## src/rtl/dlx_hazard_unit.sv

```systemverilog
// dlx_hazard_unit -- hazard controller for the DLX 5-stage pipeline.
//
// Tracks in-flight destination registers in a tag pipeline mirroring EX..WB.
// From it, the unit derives load-use stalls, EX operand forwarding selects
// and IF/ID flush bubbles after taken branches. It also keeps saturating
// statistics counters.
//
// Build option: define DLX_HAZ_FORWARD_EN to enable operand forwarding.
// When it is undefined, every RAW hazard on slots 0..DEPTH-2 stalls decode,
// and both forwarding selects read 0.
//
// Ports:
//   clock        pipeline clock, rising edge
//   reset        asynchronous active-low reset
//   id_*         decode-stage instruction fields
//   branch_en    taken branch resolved in EX this cycle
//   stall_if     hold PC and IF/ID
//   bubble_ex    load NOP into ID/EX
//   flush_if_id  replace IF/ID with NOP
//   fwd_a_sel    operand A source (0 = regfile, k = slot k-1 result)
//   fwd_b_sel    operand B source
//   stall_count  saturating count of stall cycles
//   flush_count  saturating count of flush cycles
module dlx_hazard_unit #(
  parameter int unsigned DEPTH        = 3,
  parameter int unsigned REG_ADDR_W   = 5,
  parameter int unsigned FLUSH_CYCLES = 2,
  parameter int unsigned CNT_W        = 16
) (
  input  logic                  clock,
  input  logic                  reset,
  input  logic                  id_valid,
  input  logic [REG_ADDR_W-1:0] id_rs1,
  input  logic [REG_ADDR_W-1:0] id_rs2,
  input  logic                  id_rs1_used,
  input  logic                  id_rs2_used,
  input  logic [REG_ADDR_W-1:0] id_rd,
  input  logic                  id_rd_write,
  input  logic                  id_is_load,
  input  logic                  branch_en,
  output logic                  stall_if,
  output logic                  bubble_ex,
  output logic                  flush_if_id,
  output logic [2:0]            fwd_a_sel,
  output logic [2:0]            fwd_b_sel,
  output logic [CNT_W-1:0]      stall_count,
  output logic [CNT_W-1:0]      flush_count
);

  // The WB slot is never consulted, so only slots 0..DEPTH-2 are stored.
  // The load flag only matters while the producer sits in EX (slot 0).
  localparam int unsigned TRACK = DEPTH - 1;

  logic [TRACK-1:0]      slot_valid;
  logic [REG_ADDR_W-1:0] slot_rd [TRACK];
  logic                  slot0_load;
  logic [2:0]            flush_cnt;

  logic [TRACK-1:0] match_a;
  logic [TRACK-1:0] match_b;
  logic             flush_active;
  logic             hazard;
  logic             stall;
  logic             bubble;
  logic [2:0]       sel_a;
  logic [2:0]       sel_b;

  always_comb begin
    for (int unsigned k = 0; k < TRACK; k++) begin
      match_a[k] = id_valid && id_rs1_used && (id_rs1 != '0) &&
                   slot_valid[k] && (slot_rd[k] == id_rs1);
      match_b[k] = id_valid && id_rs2_used && (id_rs2 != '0) &&
                   slot_valid[k] && (slot_rd[k] == id_rs2);
    end
  end

  // Outputs are gated by reset so they read 0 while reset is held.
  assign flush_active = reset && (branch_en || (flush_cnt != '0));

`ifdef DLX_HAZ_FORWARD_EN
  assign hazard = (match_a[0] || match_b[0]) && slot0_load;
`else
  // Any in-flight producer stalls; the load-use term is implied by it.
  assign hazard = ((match_a[0] || match_b[0]) && slot0_load) ||
                  (|(match_a | match_b));
`endif

  assign stall  = reset && hazard && !flush_active;
  assign bubble = stall || flush_active;

  always_comb begin
    sel_a = '0;
    sel_b = '0;
`ifdef DLX_HAZ_FORWARD_EN
    // Walk oldest to youngest so the youngest matching slot wins.
    for (int unsigned i = 0; i < TRACK; i++) begin
      if (match_a[TRACK-1-i]) sel_a = 3'(TRACK - i);
      if (match_b[TRACK-1-i]) sel_b = 3'(TRACK - i);
    end
`endif
    if (stall || !reset) begin
      sel_a = '0;
      sel_b = '0;
    end
  end

  always_ff @(posedge clock or negedge reset) begin
    if (!reset) begin
      slot_valid  <= '0;
      for (int unsigned k = 0; k < TRACK; k++) slot_rd[k] <= '0;
      slot0_load  <= 1'b0;
      flush_cnt   <= '0;
      stall_count <= '0;
      flush_count <= '0;
    end else begin
      if (bubble) begin
        slot_valid[0] <= 1'b0;
        slot_rd[0]    <= '0;
        slot0_load    <= 1'b0;
      end else begin
        slot_valid[0] <= id_valid && id_rd_write && (id_rd != '0);
        slot_rd[0]    <= id_rd;
        slot0_load    <= id_is_load;
      end
      for (int unsigned k = 1; k < TRACK; k++) begin
        slot_valid[k] <= slot_valid[k-1];
        slot_rd[k]    <= slot_rd[k-1];
      end

      if (branch_en)              flush_cnt <= 3'(FLUSH_CYCLES);
      else if (flush_cnt != '0)   flush_cnt <= flush_cnt - 3'd1;

      if (stall && (stall_count != '1))        stall_count <= stall_count + 1'b1;
      if (flush_active && (flush_count != '1)) flush_count <= flush_count + 1'b1;
    end
  end

  assign stall_if    = stall;
  assign bubble_ex   = bubble;
  assign flush_if_id = flush_active;
  assign fwd_a_sel   = sel_a;
  assign fwd_b_sel   = sel_b;

endmodule
```

## config.mk

```make
export PLATFORM = sky130hd
export DESIGN_NAME = dlx_hazard_unit
export DESIGN_NICKNAME = d
export VERILOG_FILES = /design/src/rtl/dlx_hazard_unit.sv
export SDC_FILE = /design/constraint.sdc
export NUM_CORES = 1
export LEC_CHECK = 0
export CAP_MARGIN = 20
export CORE_AREA = 2 2 76 78
export CTS_BUF_LIST = sky130_fd_sc_hd__clkbuf_4 sky130_fd_sc_hd__clkbuf_8
export CTS_CLUSTER_SIZE = 8
export DETAILED_ROUTE_END_ITERATION = 12
export DIE_AREA = 0 0 78 80
export GPL_TIMING_DRIVEN = 0
export PLACE_DENSITY = 0.76
export RECOVER_POWER = 25
export SYNTH_ARGS = -nofsm -noshare
export SYNTH_HDL_FRONTEND = slang
export SYNTH_SLANG_ARGS = --single-unit
```

## constraint.sdc

```tcl
create_clock -name clock -period 2.1 [get_ports clock]
set_clock_uncertainty 0.05 [all_clocks]
set_input_delay 0.525 -clock clock [delete_from_list [all_inputs] [get_ports clock]]
set_output_delay 0.525 -clock clock [all_outputs]
set_load 0.02 [all_outputs]
```

## Word level (Yosys, flattened, before mapping)

Cells that the tools add are included.

- Eq/ne operators: 6
- Bitwise gates (word level): 1
- Shift-type cells: 0
- Divide/modulo/power cells: 0
- Multiply operators: 0
- Reduce and logical (&&, ||, !) cells: 31
- Magnitude comparators: 0
- Mux-type cells: 5
- $add $sub $neg: 3

Operator list:

| cell | number |
|---|---|
| $add 16x1->16 const B | 2 |
| $ne 16x16->1 const B | 2 |
| $eq 5x5->1 | 4 |
| $logic_and 1x1->1 | 20 |
| $reduce_bool 5->1 | 3 |
| $mux 3 | 2 |
| $mux 5 | 1 |
| $logic_or 1x1->1 | 4 |
| $reduce_bool 3->1 | 1 |
| $sub 3x1->3 const B | 1 |
| $mux 1 | 2 |
| $or 2x2->2 | 1 |
| $reduce_bool 2->1 | 1 |
| $reduce_or 2->1 | 1 |
| $logic_not 1->1 | 1 |

- Bits of input ports: 23
- Memories kept: 0
- Output and inout bits: 41
- ROM bits: 0
- Bits in registers: 48
- Word-level logic and storage cells: 53
- Memory bits (writable): 0
- Bits in latches: 0

## Longest topological paths before layout

- Depth after elaboration: 11
- Mapped depth: 10
- Mapped depth without buffers: 9

## Least setup slack after synthesis

Ideal clock, no wire load.

- Path type: register to register
- Start point: register flush_cnt[0]
- End point: register flush_count[12]
- Stages on the path, launching flop included: 11
- Path slack: -0.223 ns
- Required time: 1.970 ns
- Clock period less this slack: 2.323 ns
- Library setup time: 0.080 ns
- Arrival: 2.193 ns
- Cells stage by stage: dfrtp_1 > inv_1 > ha_1 > ha_1 > nor2b_1 > nor2b_1 > o31a_1 > buf_2 > nand4_2 > nor3_1 > xor2_1

- Word-level cells in the longest chain between the ends: 4

Ends and longest elaborated chain:

| what | RTL line | source |
|---|---|---|
| start: declaration | 57 | `logic [2:0] flush_cnt;` |
| start signal: assignment | 130 | `if (branch_en) flush_cnt <= 3'(FLUSH_CYCLES);` |
| start signal: assignment | 131 | `else if (flush_cnt != '0) flush_cnt <= flush_cnt - 3'd1;` |
| $reduce_bool 3->1 | 78 | `assign flush_active = reset && (branch_en \|\| (flush_cnt != '0));` |
| $logic_or 1x1->1 | 78 |  |
| $logic_and 1x1->1 | 78 |  |
| via flush_if_id | 43 | `output logic flush_if_id,` |
| $logic_and 1x1->1 | 134 | `if (flush_active && (flush_count != '1)) flush_count <= flush_count + 1'b1;` |
| end signal: assignment | 134 |  |
| end: declaration | 47 | `output logic [CNT_W-1:0] flush_count` |

The timed path passes the listed nets, and every way through them passes these cells.
A chain may end at the register's enable or synchronous reset.

## Worst setup path in the final report

- Start point: input port id_rs1[4]
- End point: output port bubble_ex

- Word-level cells in the longest chain between the ends: 10
- Elaborated cells on any way between the ends: 16
- Those cells by class: 2 x eq/ne; 1 x bitwise; 13 x reduce/logical

Ends and longest elaborated chain:

| what | RTL line | source |
|---|---|---|
| start: declaration | 33 | `input logic [REG_ADDR_W-1:0] id_rs1,` |
| $reduce_bool 5->1 | 70 | `match_a[k] = id_valid && id_rs1_used && (id_rs1 != '0) &&` |
| $logic_and 1x1->1 (2 in series) | 70 |  |
| $logic_and 1x1->1 | 71 | `slot_valid[k] && (slot_rd[k] == id_rs1);` |
| $or 2x2->2 or $logic_or 1x1->1 (tied branches) | 85, 84 |  |
| $reduce_or 2->1 or $logic_and 1x1->1 (tied branches) | 85, 84 |  |
| $logic_or 1x1->1 * | 84 | `assign hazard = ((match_a[0] \|\| match_b[0]) && slot0_load) \|\|` |
| $logic_and 1x1->1 * (2 in series) | 88 | `assign stall = reset && hazard && !flush_active;` |
| $logic_or 1x1->1 * | 89 | `assign bubble = stall \|\| flush_active;` |
| end: declaration | 42 | `output logic bubble_ex,` |

Every way passes the cells marked *; elsewhere a longest branch is shown, timed or not.

==> results.md <==
* Max Fclk at 0.410 GHz
* Share of cells above drive strength 1 at 0.304
* Nets at 335
* Dominant cell type by area after synthesis: dfrtp_1
* Area share of the largest cell type after synthesis at 0.501
* Synth cell types at 37
* Num CTS Buffers at 5
* Final min period at 2440 ps
* H-tree Lvls at 2
* WP buf/inv at 2
* Post-synthesis cell count at 219
* Residual DRC at 0
* Grt total ovfl at 0
* Hold WC Path Type: input pin to async pin
* Final hold violations at 0
* Syn_area_per_cell at 10.7 um^2
* CTS Sinks at 47
* Type of origin of the critical path: input pin
* Area growth from synthesis to layout at 52.9%
* CP required at 1520 ps
* Cell Area, Synth at 2350 um^2
* Slew Viols, Final at 0
* Seq cells post-synth at 47
* Setup slack, reg-to-reg at -30 ps
* Sequential area share after synthesis at 0.501
* Final wirelength at 5510 um
* Critical path class: input pin to output pin
* Vias in the first global route at 1865
* Cell area power density at 703 nW/um^2
* Failing checks: negative setup slack
* Top Family by Delay on Critical Path: compound AO/OA/AOI/OAI gates
* Diodes inserted at 0
* CP arrival at 1870 ps
* Final ANT Viol Nets at 0
* Number of flops mapped to enable cells by yosys at 0
* Max FO, Critical Path at 2
* Port Buf Inserts at 56
* GRT Overall Usage at 0.176
* Fin area at 3590 um^2
* Core Area at 5410 um^2
* Period Utilization, post-route at 1.16
* Leak pwr at 1.63 nW
* Setup violations, final at 9
* Max cap viols at 0
* Via count at 1878
* RSZ-0062 raised after global routing: yes
* Initial antenna violation count at 0
* GP Congestion at 0.882
* Run status: finished, violations left
* CTS tree: yes
* Top_reg_cell synth: dfrtp_1
* Largest net degree at the start of global routing at 32
* DIE AREA at 6240 um^2
* Die width at 78 um
* YS warnings at 0
* Total power at 2.52 mW
* Slowest cell on crit path: or4_4
* Ranking of synthesized cells by area: dfrtp_1 50%, xnor2_1 12%, xor2_1 7.5%
* Slowest Stage Delay on Critical Path at 540 ps
* Worst-Skew Late Latency at 290 ps
* Num ports at 64
* Die height at 80 um
* Routed len/inst at 14.5 um
* Final Worst Setup Slack at -340 ps
* Clk slew on worst S/H paths at 90 ps
* Crit end category: output pin
* Routed vias/inst at 4.93
* DP Area at 3060 um^2
* Post-DP HPWL at 3750 um
* Global-route wire length before repair at 8590 um
* Max Root-Sink Buffers at 2
* Rows at 27
* Ys async rst share at 1.00
* DRT Pass-1 Iters at 4
* CTS Root Buffer Type: clkbuf_8
* Fill count at 416
* Max VDD drop at 647 uV
* Starting Density at 0.434
* Initial DRC Count at 56
* Worst-path cell chain: buf_8, or4_4, o211a_1, a22oi_2, a21boi_4, buf_6
* Place WS at -1240 ps
==> cell usage after synthesis, types with 4 or more instances <==
| cell type | count |
|---|---|
| dfrtp_1 | 47 |
| xnor2_1 | 31 |
| nor2_1 | 21 |
| xor2_1 | 20 |
| nand2_1 | 19 |
| nand4_1 | 10 |
| nand3_1 | 8 |
| nor3_1 | 8 |
| nor2b_1 | 7 |
| buf_4 | 6 |
| inv_1 | 6 |
| ha_1 | 4 |
==> registers in the layout, indices dropped and copies added (netlist names) <==
register,flops
flush_count,16
stall_count,16
slot_rd,10
flush_cnt,3
slot_valid,2
==> stage by stage <==
| stage | util | hold WS, ps | instances | TNS, ps |
|---|---|---|---|---|
| after global placement | 0.564 | 355 | 352 | -111900 |
| after global routing | 0.664 | 93.5 | 381 | -1900 |
| after detailed placement | 0.567 | 352 | 353 | -18350 |
| after CTS | 0.631 | 136 | 374 | -885 |
| after floorplan | - | 179 | 224 | -194 |
| final | 0.664 | 96.2 | 381 | -949 |
==> cell usage in the layout (no fill, tap or decap), types with 3 or more instances in the layout <==
cell type,instances
nor2_1,13
nand3_1,6
nor3_4,7
buf_4,25
nand4_1,10
clkbuf_8,6
dfrtp_1,45
clkdlybuf4s50_1,40
dlygate4sd2_1,3
xor2_1,20
inv_1,4
nor2b_1,5
nand2_1,18
xnor2_1,31
conb_1,6
buf_2,4
nor2_4,8
buf_6,7
==> repair_timing <==
item / CTS / global route
setup buffers: 13 / 7
resized for setup: 97 / 27
endpoints found under the setup margin: 32 / 27
pin swaps: 21 / 15
hold buffers: 0 / 0
==> path summary, 6_finish.rpt <==
check	to	startpoint	cells past startpoint
worst max register to register	stall_count[7]$_DFFE_PN0P_	stall_count[8]$_DFFE_PN0P_	8
max in group asynchronous	stall_count[0]$_DFFE_PN0P_	reset	2
worst min-delay path	stall_count[11]$_DFFE_PN0P_	reset	1
worst max-delay path	bubble_ex	id_rs1[4]	6
worst min register to register	slot_valid[1]$_DFF_PN0_	slot_valid[0]$_DFF_PN0_	0
min in group clock	slot_valid[1]$_DFF_PN0_	slot_valid[0]$_DFF_PN0_	0
==> power breakdown <==
group	leakage [nW]	switching, mW	internal (mW)
registers	0.608	0.121	1.02
clock network	0.0519	0.293	0.283
logic	0.972	0.382	0.428
total	1.63	0.796	1.73
==> layer usage <==
layer,share of wire,global-route usage
met2,0.49,0.298
met4,0.013,0.0474
met3,0.057,0.0498
met5,0,0
met1,0.44,0.222
==> cell type report <==
| cell class | instances | area, um^2 | share of cell area |
|---|---|---|---|
| multi-input combinational | 163 | 1390 | 0.389 |
| inverter | 6 | 22.5 | 0.00628 |
| timing repair buffer | 77 | 736 | 0.205 |
| clock buffer | 7 | 90.1 | 0.0251 |
| clock inverter | 1 | 8.76 | 0.00244 |
| tap | 72 | 90.1 | 0.0251 |
| sequential | 47 | 1180 | 0.329 |
| buffer | 8 | 67.6 | 0.0188 |
==> cells by family after synthesis <==
family / after synthesis / synth area share
xor+xnor: 51 / 0.190
mux: 2 / 0.00960
compound gates: 15 / 0.0544
other cells: 1 / 0.00160
buf+inv: 14 / 0.0357
fa+ha+maj: 4 / 0.0213
flops: 47 / 0.501
simple gates: 85 / 0.186
No activity file was read; power rests on OpenSTA's default activity.
